===== src/rtl/wb_pkg.sv =====
// Shared types for the Wishbone register-file responder.
// Bus widths, window default, engine states and the queued request record.
package wb_pkg;

    localparam int WB_DW = 16;
    localparam int WB_AW = 16;
    localparam logic [WB_AW-1:0] WB_BASE_ADDR = 16'h4020;

    typedef enum logic [1:0] {
        IDLE = 2'd0,
        WAIT = 2'd1,
        EXEC = 2'd2
    } eng_state_t;

    typedef struct packed {
        logic             we;
        logic [WB_AW-1:0] adr;
        logic [WB_DW-1:0] dat;
    } wb_req_t;

    localparam int WB_REQ_W = $bits(wb_req_t);

endpackage


===== src/rtl/wb_req_fifo.sv =====
// Parametric synchronous FIFO with flush; holds bus requests in order.
module wb_req_fifo #(
    parameter int W          = 33,
    parameter int DEPTH_BITS = 2
) (
    input  logic                CLK_I,
    input  logic                RST_N_I,
    input  logic                push,
    input  logic [W-1:0]        din,
    input  logic                pop,
    input  logic                flush,
    output logic [W-1:0]        dout,
    output logic                full,
    output logic                empty,
    output logic [DEPTH_BITS:0] count
);

    localparam int DEPTH = 1 << DEPTH_BITS;

    logic [W-1:0]            mem [DEPTH];
    logic [DEPTH_BITS-1:0]   wr_ptr;
    logic [DEPTH_BITS-1:0]   rd_ptr;
    logic                    do_push;
    logic                    do_pop;

    assign full    = (count == (DEPTH_BITS+1)'(DEPTH));
    assign empty   = (count == '0);
    assign do_push = push & ~full;
    assign do_pop  = pop & ~empty;
    assign dout    = mem[rd_ptr];

    always_ff @(posedge CLK_I) begin
        if (do_push && !flush)
            mem[wr_ptr] <= din;
    end

    always_ff @(posedge CLK_I or negedge RST_N_I) begin
        if (!RST_N_I) begin
            wr_ptr <= '0;
            rd_ptr <= '0;
            count  <= '0;
        end else if (flush) begin
            wr_ptr <= '0;
            rd_ptr <= '0;
            count  <= '0;
        end else begin
            if (do_push)
                wr_ptr <= wr_ptr + DEPTH_BITS'(1);
            if (do_pop)
                rd_ptr <= rd_ptr + DEPTH_BITS'(1);
            unique case ({do_push, do_pop})
                2'b10:   count <= count + (DEPTH_BITS+1)'(1);
                2'b01:   count <= count - (DEPTH_BITS+1)'(1);
                default: count <= count;
            endcase
        end
    end

endmodule


===== src/rtl/wb_slave_regfile.sv =====
// Pipelined Wishbone responder over a 16 x 16-bit register file.
// Requests queue in order and are answered after WAIT_STATES cycles each.
module wb_slave_regfile
    import wb_pkg::*;
#(
    parameter int WISHBONE_DATAWIDTH    = WB_DW,
    parameter int WISHBONE_ADDRESSWIDTH = WB_AW,
    parameter logic [WISHBONE_ADDRESSWIDTH-1:0] BASE_ADDR = WB_BASE_ADDR,
    parameter int WAIT_STATES           = 0,
    parameter int QDEPTH_BITS           = 2
) (
    input  logic                             CLK_I,
    input  logic                             RST_N_I,
    input  logic                             CYC_I,
    input  logic                             STB_I,
    input  logic                             WE_I,
    input  logic [WISHBONE_ADDRESSWIDTH-1:0] ADR_I,
    input  logic [WISHBONE_DATAWIDTH-1:0]    DAT_I,
    output logic [WISHBONE_DATAWIDTH-1:0]    DAT_O,
    output logic                             ACK_O,
    output logic                             ERR_O,
    output logic                             STALL_O,
    output logic                             reg_wr_pulse,
    output logic [3:0]                       reg_wr_index
);

    localparam logic [3:0] WS_LOAD = 4'(WAIT_STATES);
    localparam eng_state_t FIRST   = (WAIT_STATES == 0) ? EXEC : WAIT;

    eng_state_t                    state_q, state_d;
    logic [3:0]                    ws_q, ws_d;
    wb_req_t                       req_in, head;
    logic                          push, pop, full, empty, last, hit;
    logic [QDEPTH_BITS:0]          count;
    logic [3:0]                    idx;
    logic [WISHBONE_DATAWIDTH-1:0] regs [16];

    assign req_in  = '{we: WE_I, adr: ADR_I, dat: DAT_I};
    assign push    = CYC_I & STB_I & ~full;
    assign STALL_O = full;
    assign last    = (count == (QDEPTH_BITS+1)'(1));
    assign idx     = head.adr[3:0];
    assign hit     = head.adr[WISHBONE_ADDRESSWIDTH-1:4]
                     == BASE_ADDR[WISHBONE_ADDRESSWIDTH-1:4];

    wb_req_fifo #(
        .W          (WB_REQ_W),
        .DEPTH_BITS (QDEPTH_BITS)
    ) u_fifo (
        .CLK_I   (CLK_I),
        .RST_N_I (RST_N_I),
        .push    (push),
        .din     (req_in),
        .pop     (pop),
        .flush   (~CYC_I),
        .dout    (head),
        .full    (full),
        .empty   (empty),
        .count   (count)
    );

    always_ff @(posedge CLK_I or negedge RST_N_I) begin
        if (!RST_N_I) begin
            state_q <= IDLE;
            ws_q    <= '0;
        end else begin
            state_q <= state_d;
            ws_q    <= ws_d;
        end
    end

    // Dropping CYC_I abandons everything queued, including a head in EXEC.
    always_comb begin
        state_d = state_q;
        ws_d    = ws_q;
        pop     = 1'b0;
        if (!CYC_I) begin
            state_d = IDLE;
            ws_d    = '0;
        end else begin
            unique case (state_q)
                IDLE: begin
                    if (push || !empty) begin
                        state_d = FIRST;
                        ws_d    = WS_LOAD;
                    end
                end
                WAIT: begin
                    ws_d = ws_q - 4'd1;
                    if (ws_q <= 4'd1)
                        state_d = EXEC;
                end
                EXEC: begin
                    pop = 1'b1;
                    if (last && !push) begin
                        state_d = IDLE;
                    end else begin
                        state_d = FIRST;
                        ws_d    = WS_LOAD;
                    end
                end
                default: state_d = IDLE;
            endcase
        end
    end

    always_ff @(posedge CLK_I or negedge RST_N_I) begin
        if (!RST_N_I) begin
            ACK_O        <= 1'b0;
            ERR_O        <= 1'b0;
            DAT_O        <= '0;
            reg_wr_pulse <= 1'b0;
            reg_wr_index <= '0;
            for (int i = 0; i < 16; i++)
                regs[i] <= '0;
        end else begin
            ACK_O        <= 1'b0;
            ERR_O        <= 1'b0;
            DAT_O        <= '0;
            reg_wr_pulse <= 1'b0;
            if (pop) begin
                if (!hit) begin
                    ERR_O <= 1'b1;
                end else if (head.we) begin
                    ACK_O        <= 1'b1;
                    regs[idx]    <= head.dat;
                    reg_wr_pulse <= 1'b1;
                    reg_wr_index <= idx;
                end else begin
                    ACK_O <= 1'b1;
                    DAT_O <= regs[idx];
                end
            end
        end
    end

endmodule

===== config.mk =====
export PLATFORM = sky130hd
export DESIGN_NAME = wb_slave_regfile
export DESIGN_NICKNAME = d
export VERILOG_FILES = /design/src/rtl/wb_pkg.sv /design/src/rtl/wb_req_fifo.sv /design/src/rtl/wb_slave_regfile.sv
export SDC_FILE = /design/constraint.sdc
export NUM_CORES = 1
export LEC_CHECK = 0
export CORE_ASPECT_RATIO = 1.75
export CORE_MARGIN = 3
export CORE_UTILIZATION = 50
export CTS_BUF_LIST = sky130_fd_sc_hd__clkbuf_16
export DETAILED_ROUTE_END_ITERATION = 6
export PLACE_DENSITY = 0.67
export SLEW_MARGIN = 20
export SYNTH_ARGS = -nofsm -noshare
export SYNTH_HDL_FRONTEND = slang
export SYNTH_HIERARCHICAL = 1
export SYNTH_SLANG_ARGS = --single-unit
export TNS_END_PERCENT = 20

===== constraint.sdc =====
create_clock -name CLK_I -period 5.45 [get_ports CLK_I]
set_clock_uncertainty 0.1 [all_clocks]
set_input_delay 1.635 -clock CLK_I [delete_from_list [all_inputs] [get_ports CLK_I]]
set_output_delay 1.635 -clock CLK_I [all_outputs]
set_load 0.005 [all_outputs]

==> flow_summary.toml, run 1 <==
[cts]
numCtsBuffers = 38
cts_hold_buf = 0
cts-htree-levels = 2
cts_sinks = 419
clk_pin_slew_ns = 0.06
cts_tree = "built"
clockBufferDepth = 3
cts_setup_buffers = 0
post_cts_resized = 0
clock_latency_ns = 0.54
cts.root.buffer_cell = "clkbuf_16"

[drt]
ant_nets = 0
wl_per_cell_microns = 24.2
drt-initial-drc-count = 478
dr.pass1.iters = 4
vias = 8966
drt_drc_violations_left = 0
routed_via_density = 5.80
route.final.wire_length_microns = 37500

[worst_setup_path]
critPathKind = "flop to flop"
critical-path-top-delay-family = "simple AND/OR/NAND/NOR gates"
crit_required_ns = 5.77
end_kind = "flop"
reg2reg_slack_ns = 1.25
cp_max_fo = 13
critPathLaunch = "u_fifo/rd_ptr[0]"
max_stage_delay_ns = 0.80
arrival_ns = 4.52
cp.depth = 6
critical_path_buf_inv_count = 1
cp_cell_sequence = "mux4_2, or4bb_1, nand4bb_2, nor4b_4, buf_4, mux2_2"
rr_worst_depth = 6
cpMaxStageDelayCell = "nor4b_4"
reg2reg_from = "u_fifo/rd_ptr[0]"
reg2reg_to = "regs[251]"
worst_setup_path_start_kind = "flop"

[worst_hold_path]
hold_start = "regs[13]"
hold_path_depth = 1
whs_endpoint = "regs[13]"
min_path_type = "flop to flop"

[layout]
nets = 1098
area_delta_synth_final_pct = 12.4
fillerInstances = 2698
num_antenna_cells = 0
final_cells = 1547
drive_gt1_share_pct = 42.8

[timing]
post-route-min-period_ns = 4.20
slew_headroom_pct = 33.7
drv_slew = 0
hold_viol_final = 0
tightestPinTransition_ns = 0.994
setup_viol = 0
rsz0062_at_grt = "false"
min_period_over_period_pct = 77.1
tns_ns = 0
fin_ws_ns = 1.25
whs_ns = 0.384
fmax_mhz = 238

[placement]
post-dp-hpwl_microns = 24300
io_buffers = 60
dp.cells = 1481
place_congestion = 0.750
dpl_worst_slack_ns = 0.750

[synthesis]
synthFlopType = "dfrtp_1"
synth.top_cell.area_share_pct = 39.9
synth_area_leader_cell = "dfrtp_1"
synthCells = 995
synth_edf_count = 132
ys_types = 53
ys_seq_area_share_pct = 61.9
syn_avg_cell_area_sq_um = 18.1
syn-cell-area_sq_um = 18000
netlist_top_cells_area = "dfrtp_1, edfxtp_1, mux2_2"
ys_ff_latch = 419
synth_nets = 1037
yosysMostFrequentCell = "dfrtp_1"
ys_top_cells_by_count = "dfrtp_1, mux2_2, edfxtp_1"
yosys_warnings = 6
async_flop_share_pct = 68.5

[floorplan]
die_h_microns = 257
die_w_microns = 149
core-area_sq_um = 35400
die_area_sq_um = 38400
io_pins = 61
start_util_pct = 50.9
num_rows = 91

[pwr]
power.density_nw_per_um2 = 304
peakVddDrop_mv = 0.370
swShare_pct = 22.1
clkPwrFrac_pct = 41.5
comb_power_share_pct = 5.1
power_frac_seq_pct = 53.4
p_int_uw = 4800
p_sw_uw = 1360
p_leak_uw = 0.00874

[global_route]
grt_pass1_wl_microns = 59500
grt_max_degree = 121
grt_pass1_vias = 10000
antenna_found_initial = 0
overflow = 0
track_usage_pct = 20.4

[run_status]
status = "finished clean"

[job]
maxCapViolCount = 0
[how the worst max path moves through the flow]
stage                             endpoint  slack (ns)
after floorplan           u_fifo/mem[0][0]        1.70
after global placement           regs[243]        0.78
after detailed placement         regs[242]        0.75
after CTS                        regs[242]        1.14
after global routing             regs[242]        1.05
final                            regs[251]        1.25
[cell type report]
type                    instances  area [sq um]  share of cell area [%]
clock buffers                  38           951                    4.70
clock inverters                28           214                    1.06
inverters                       6          22.5                   0.111
multi-input cells             496          6410                    31.6
flip-flops and latches        419         11100                    55.0
well taps                     465           582                    2.87
repair buffers                 95           931                    4.60
[layer usage]
layer,up-vias,track usage (%),part of all wire (%)
met5,-,0,0
met4,0,6.72,2.9
met3,52,2.64,3.0
met2,163,37.8,56
met1,4818,24.5,38
li1,3933,-,-
[worst reg2reg max path: stages (launching register included)]
cell       delay [ns]
dfrtp_2          0.67
mux4_2           0.58
or4bb_1          0.60
nand4bb_2        0.64
nor4b_4          0.80
buf_4            0.33
mux2_2           0.36
[state kept, by name (all words and copies together), names as in the netlist]
name           cells
DAT_O             16
u_fifo/count       3
ACK_O              1
u_fifo/wr_ptr      2
u_fifo/rd_ptr      2
reg_wr_pulse       1
regs             256
reg_wr_index       4
ERR_O              1
u_fifo/mem       132
state_q            1
[power groups by stage]
| stage | logic [uW] | clock network (uW) | registers, uW |
|---|---|---|---|
| 4_1_cts | 326 | 2620 | 3290 |
| 6_report | 316 | 2550 | 3290 |
| 3_3_place_gp | 320 | 0 | 3350 |
| 5_1_grt | 348 | 2750 | 3290 |
| 3_5_place_dp | 325 | 0 | 3350 |
| 2_1_floorplan | 193 | 0 | 3340 |
[layout by cell type, fill, tap and decap left out, types with 9 or more instances in the layout]
cell               n
edfxtp_1         132
mux4_2            95
mux2i_1           33
clkbuf_16         38
nor3_4             9
dfrtp_1          286
o22ai_1           17
clkdlybuf4s50_1   59
mux2_1            10
mux2_4            10
buf_4             30
mux2_2           240
inv_1             14
nor2_1            10
[cell families after synthesis]
family / count (synthesis) / share of synthesized area (%)
flip-flops: 419 / 61.9
multiplexers: 390 / 30.4
buffers and inverters: 80 / 2.65
XOR/XNOR: 3 / 0.146
AND/OR/NAND/NOR: 62 / 3.22
AO/OA/AOI/OAI: 36 / 1.30
adder cells (fa/ha/maj): 5 / 0.389
[stage by stage]
step,util (%),total power (uW),cell area [sq um]
after global routing,57.2,6390,20300
after detailed placement,53.9,3670,19100
after floorplan,-,3530,18000
after CTS,57.2,6240,20300
after global placement,53.9,3670,19100
final,57.2,6150,20300
(Power assumes the default switching activity.)
==> run 2: changes to the inputs <==
==> constraint.sdc (replaced) <==
create_clock -name CLK_I -period 3.9 [get_ports CLK_I]
set_clock_uncertainty 0.1 [all_clocks]
set_input_delay 1.17 -clock CLK_I [delete_from_list [all_inputs] [get_ports CLK_I]]
set_output_delay 1.17 -clock CLK_I [all_outputs]
set_load 0.005 [all_outputs]
==> run 2 against run 1 <==
Sequential share of layout area is 0.96 points lower. Die area is the same. Count of clock-buffer cells in the layout did not move. Register-to-register slack lost 0.88 ns. Largest cell class unchanged. Via count rose by 2.3%. Cell count up 1.9%. Highest routed layer unchanged. Combinational power grew 44%. Non-clock buffer count grew 27.
==> flow_summary.toml, run 2 (synthesis results as in run 1) <==
[run_status]
status = "finished clean"

[timing]
whs_ns = 0.393
tightestPinTransition_ns = 0.817
setup_viol = 0
min_period_over_period_pct = 90.5
hold_viol_final = 0
rsz0062_at_grt = "false"
drv_slew = 0
post-route-min-period_ns = 3.53
tns_ns = 0
fin_ws_ns = 0.369
fmax_mhz = 283
slew_headroom_pct = 45.5

[worst_setup_path]
end_kind = "flop"
reg2reg_slack_ns = 0.37
rr_worst_depth = 9
arrival_ns = 3.86
worst_setup_path_start_kind = "flop"
reg2reg_from = "u_fifo/rd_ptr[1]"
reg2reg_to = "regs[187]"
critPathKind = "flop to flop"
cp_max_fo = 16
crit_required_ns = 4.23

[layout]
largest_registers = "regs: 256 flops, u_fifo/mem: 132 flops, DAT_O: 16 flops"
area_delta_synth_final_pct = 14.4
final_cell_mix = "dfrtp_1, mux2_2, edfxtp_1, mux4_2, clkdlybuf4s50_1"
nets = 1125
final_cells = 1577
final_common_cell = "dfrtp_1"
drive_gt1_share_pct = 44.3
largest_reg_flops = 256
regMostFlops = "regs"
num_antenna_cells = 0

[cts]
cts.root.buffer_cell = "clkbuf_16"
clock_latency_ns = 0.55
numCtsBuffers = 38
cts_setup_buffers = 0
cts_tree = "built"
cts_hold_buf = 0
clockBufferDepth = 3
cts_sinks = 419
clk_pin_slew_ns = 0.07
cts-htree-levels = 2
post_cts_resized = 0

[drt]
drt_drc_violations_left = 0
route.final.wire_length_microns = 38700
routed_via_density = 5.81
vias = 9170
drt-initial-drc-count = 386
ant_nets = 0
wl_per_cell_microns = 24.5
dr.pass1.iters = 4

[global_route]
grt_max_degree = 98
grt_pass1_vias = 10100
track_usage_pct = 21.0
grt_pass1_wl_microns = 61000
overflow = 0
antenna_found_initial = 0

[placement]
io_buffers = 60
dpl_worst_slack_ns = 0.337
post-dp-hpwl_microns = 25600
place_congestion = 0.785
dp.cells = 1508

[floorplan]
die_w_microns = 149
core-area_sq_um = 35400
num_rows = 91
die_area_sq_um = 38400
die_h_microns = 257
start_util_pct = 50.9
io_pins = 61

[pwr]
peakVddDrop_mv = 0.389
p_leak_uw = 0.00891
power.density_nw_per_um2 = 419

[worst_hold_path]
hold_start = "regs[10]"
min_path_type = "flop to flop"
hold_path_depth = 1
whs_endpoint = "regs[10]"

[job]
maxCapViolCount = 0
-- run 2: report_power, final --
part	internal [uW]	switching [uW]	total [uW]
registers	4570	25.8	4590
clock network	1940	1650	3590
logic	168	288	456
-- run 2: worst max path at each step --
stage	from	end	slack, ns	cells past startpoint
after detailed placement	CYC_I	regs[187]	0.34	7
after global routing	u_fifo/rd_ptr[1]	regs[185]	0.20	9
final	u_fifo/rd_ptr[1]	regs[187]	0.37	9
after CTS	u_fifo/rd_ptr[1]	regs[185]	0.34	9
after global placement	u_fifo/rd_ptr[1]	regs[182]	0.34	9
after floorplan	u_fifo/rd_ptr[0]	regs[229]	0.49	10
-- run 2: final cells by class --
type | instances | area (sq um)
clock buffers | 38 | 951
clock inverters | 31 | 231
fillers | 2684 | 14800
multi-input cells | 496 | 6410
inverters | 6 | 22.5
well taps | 465 | 582
repair buffers | 122 | 1270
flip-flops and latches | 419 | 11100
-- run 2: routing by layer --
metal	track usage (%)	part of all wire [%]	up-vias
li1	-	-	3999
met1	25.8	39	4931
met2	37.4	55	167
met3	3.07	2.9	73
met4	7.64	3.7	0
met5	0	0	-
-- run 2: worst max-delay path, stage by stage (launching register included) --
cell	delay, ns
dfrtp_1	0.72
buf_4	0.27
mux4_2	0.31
nor4_1	0.48
buf_4	0.23
nand4bb_2	0.14
buf_12	0.20
nor4_4	0.32
buf_4	0.26
mux2_2	0.35
-- run 2: through the flow --
step	utilization [%]	cell area, sq um	total power, uW
finish	58.2	20600	8640
global route	58.2	20600	8960
CTS	58.2	20600	8750
detailed placement	54.9	19400	5150
global placement	54.9	19400	5140
floorplan	-	18000	4930
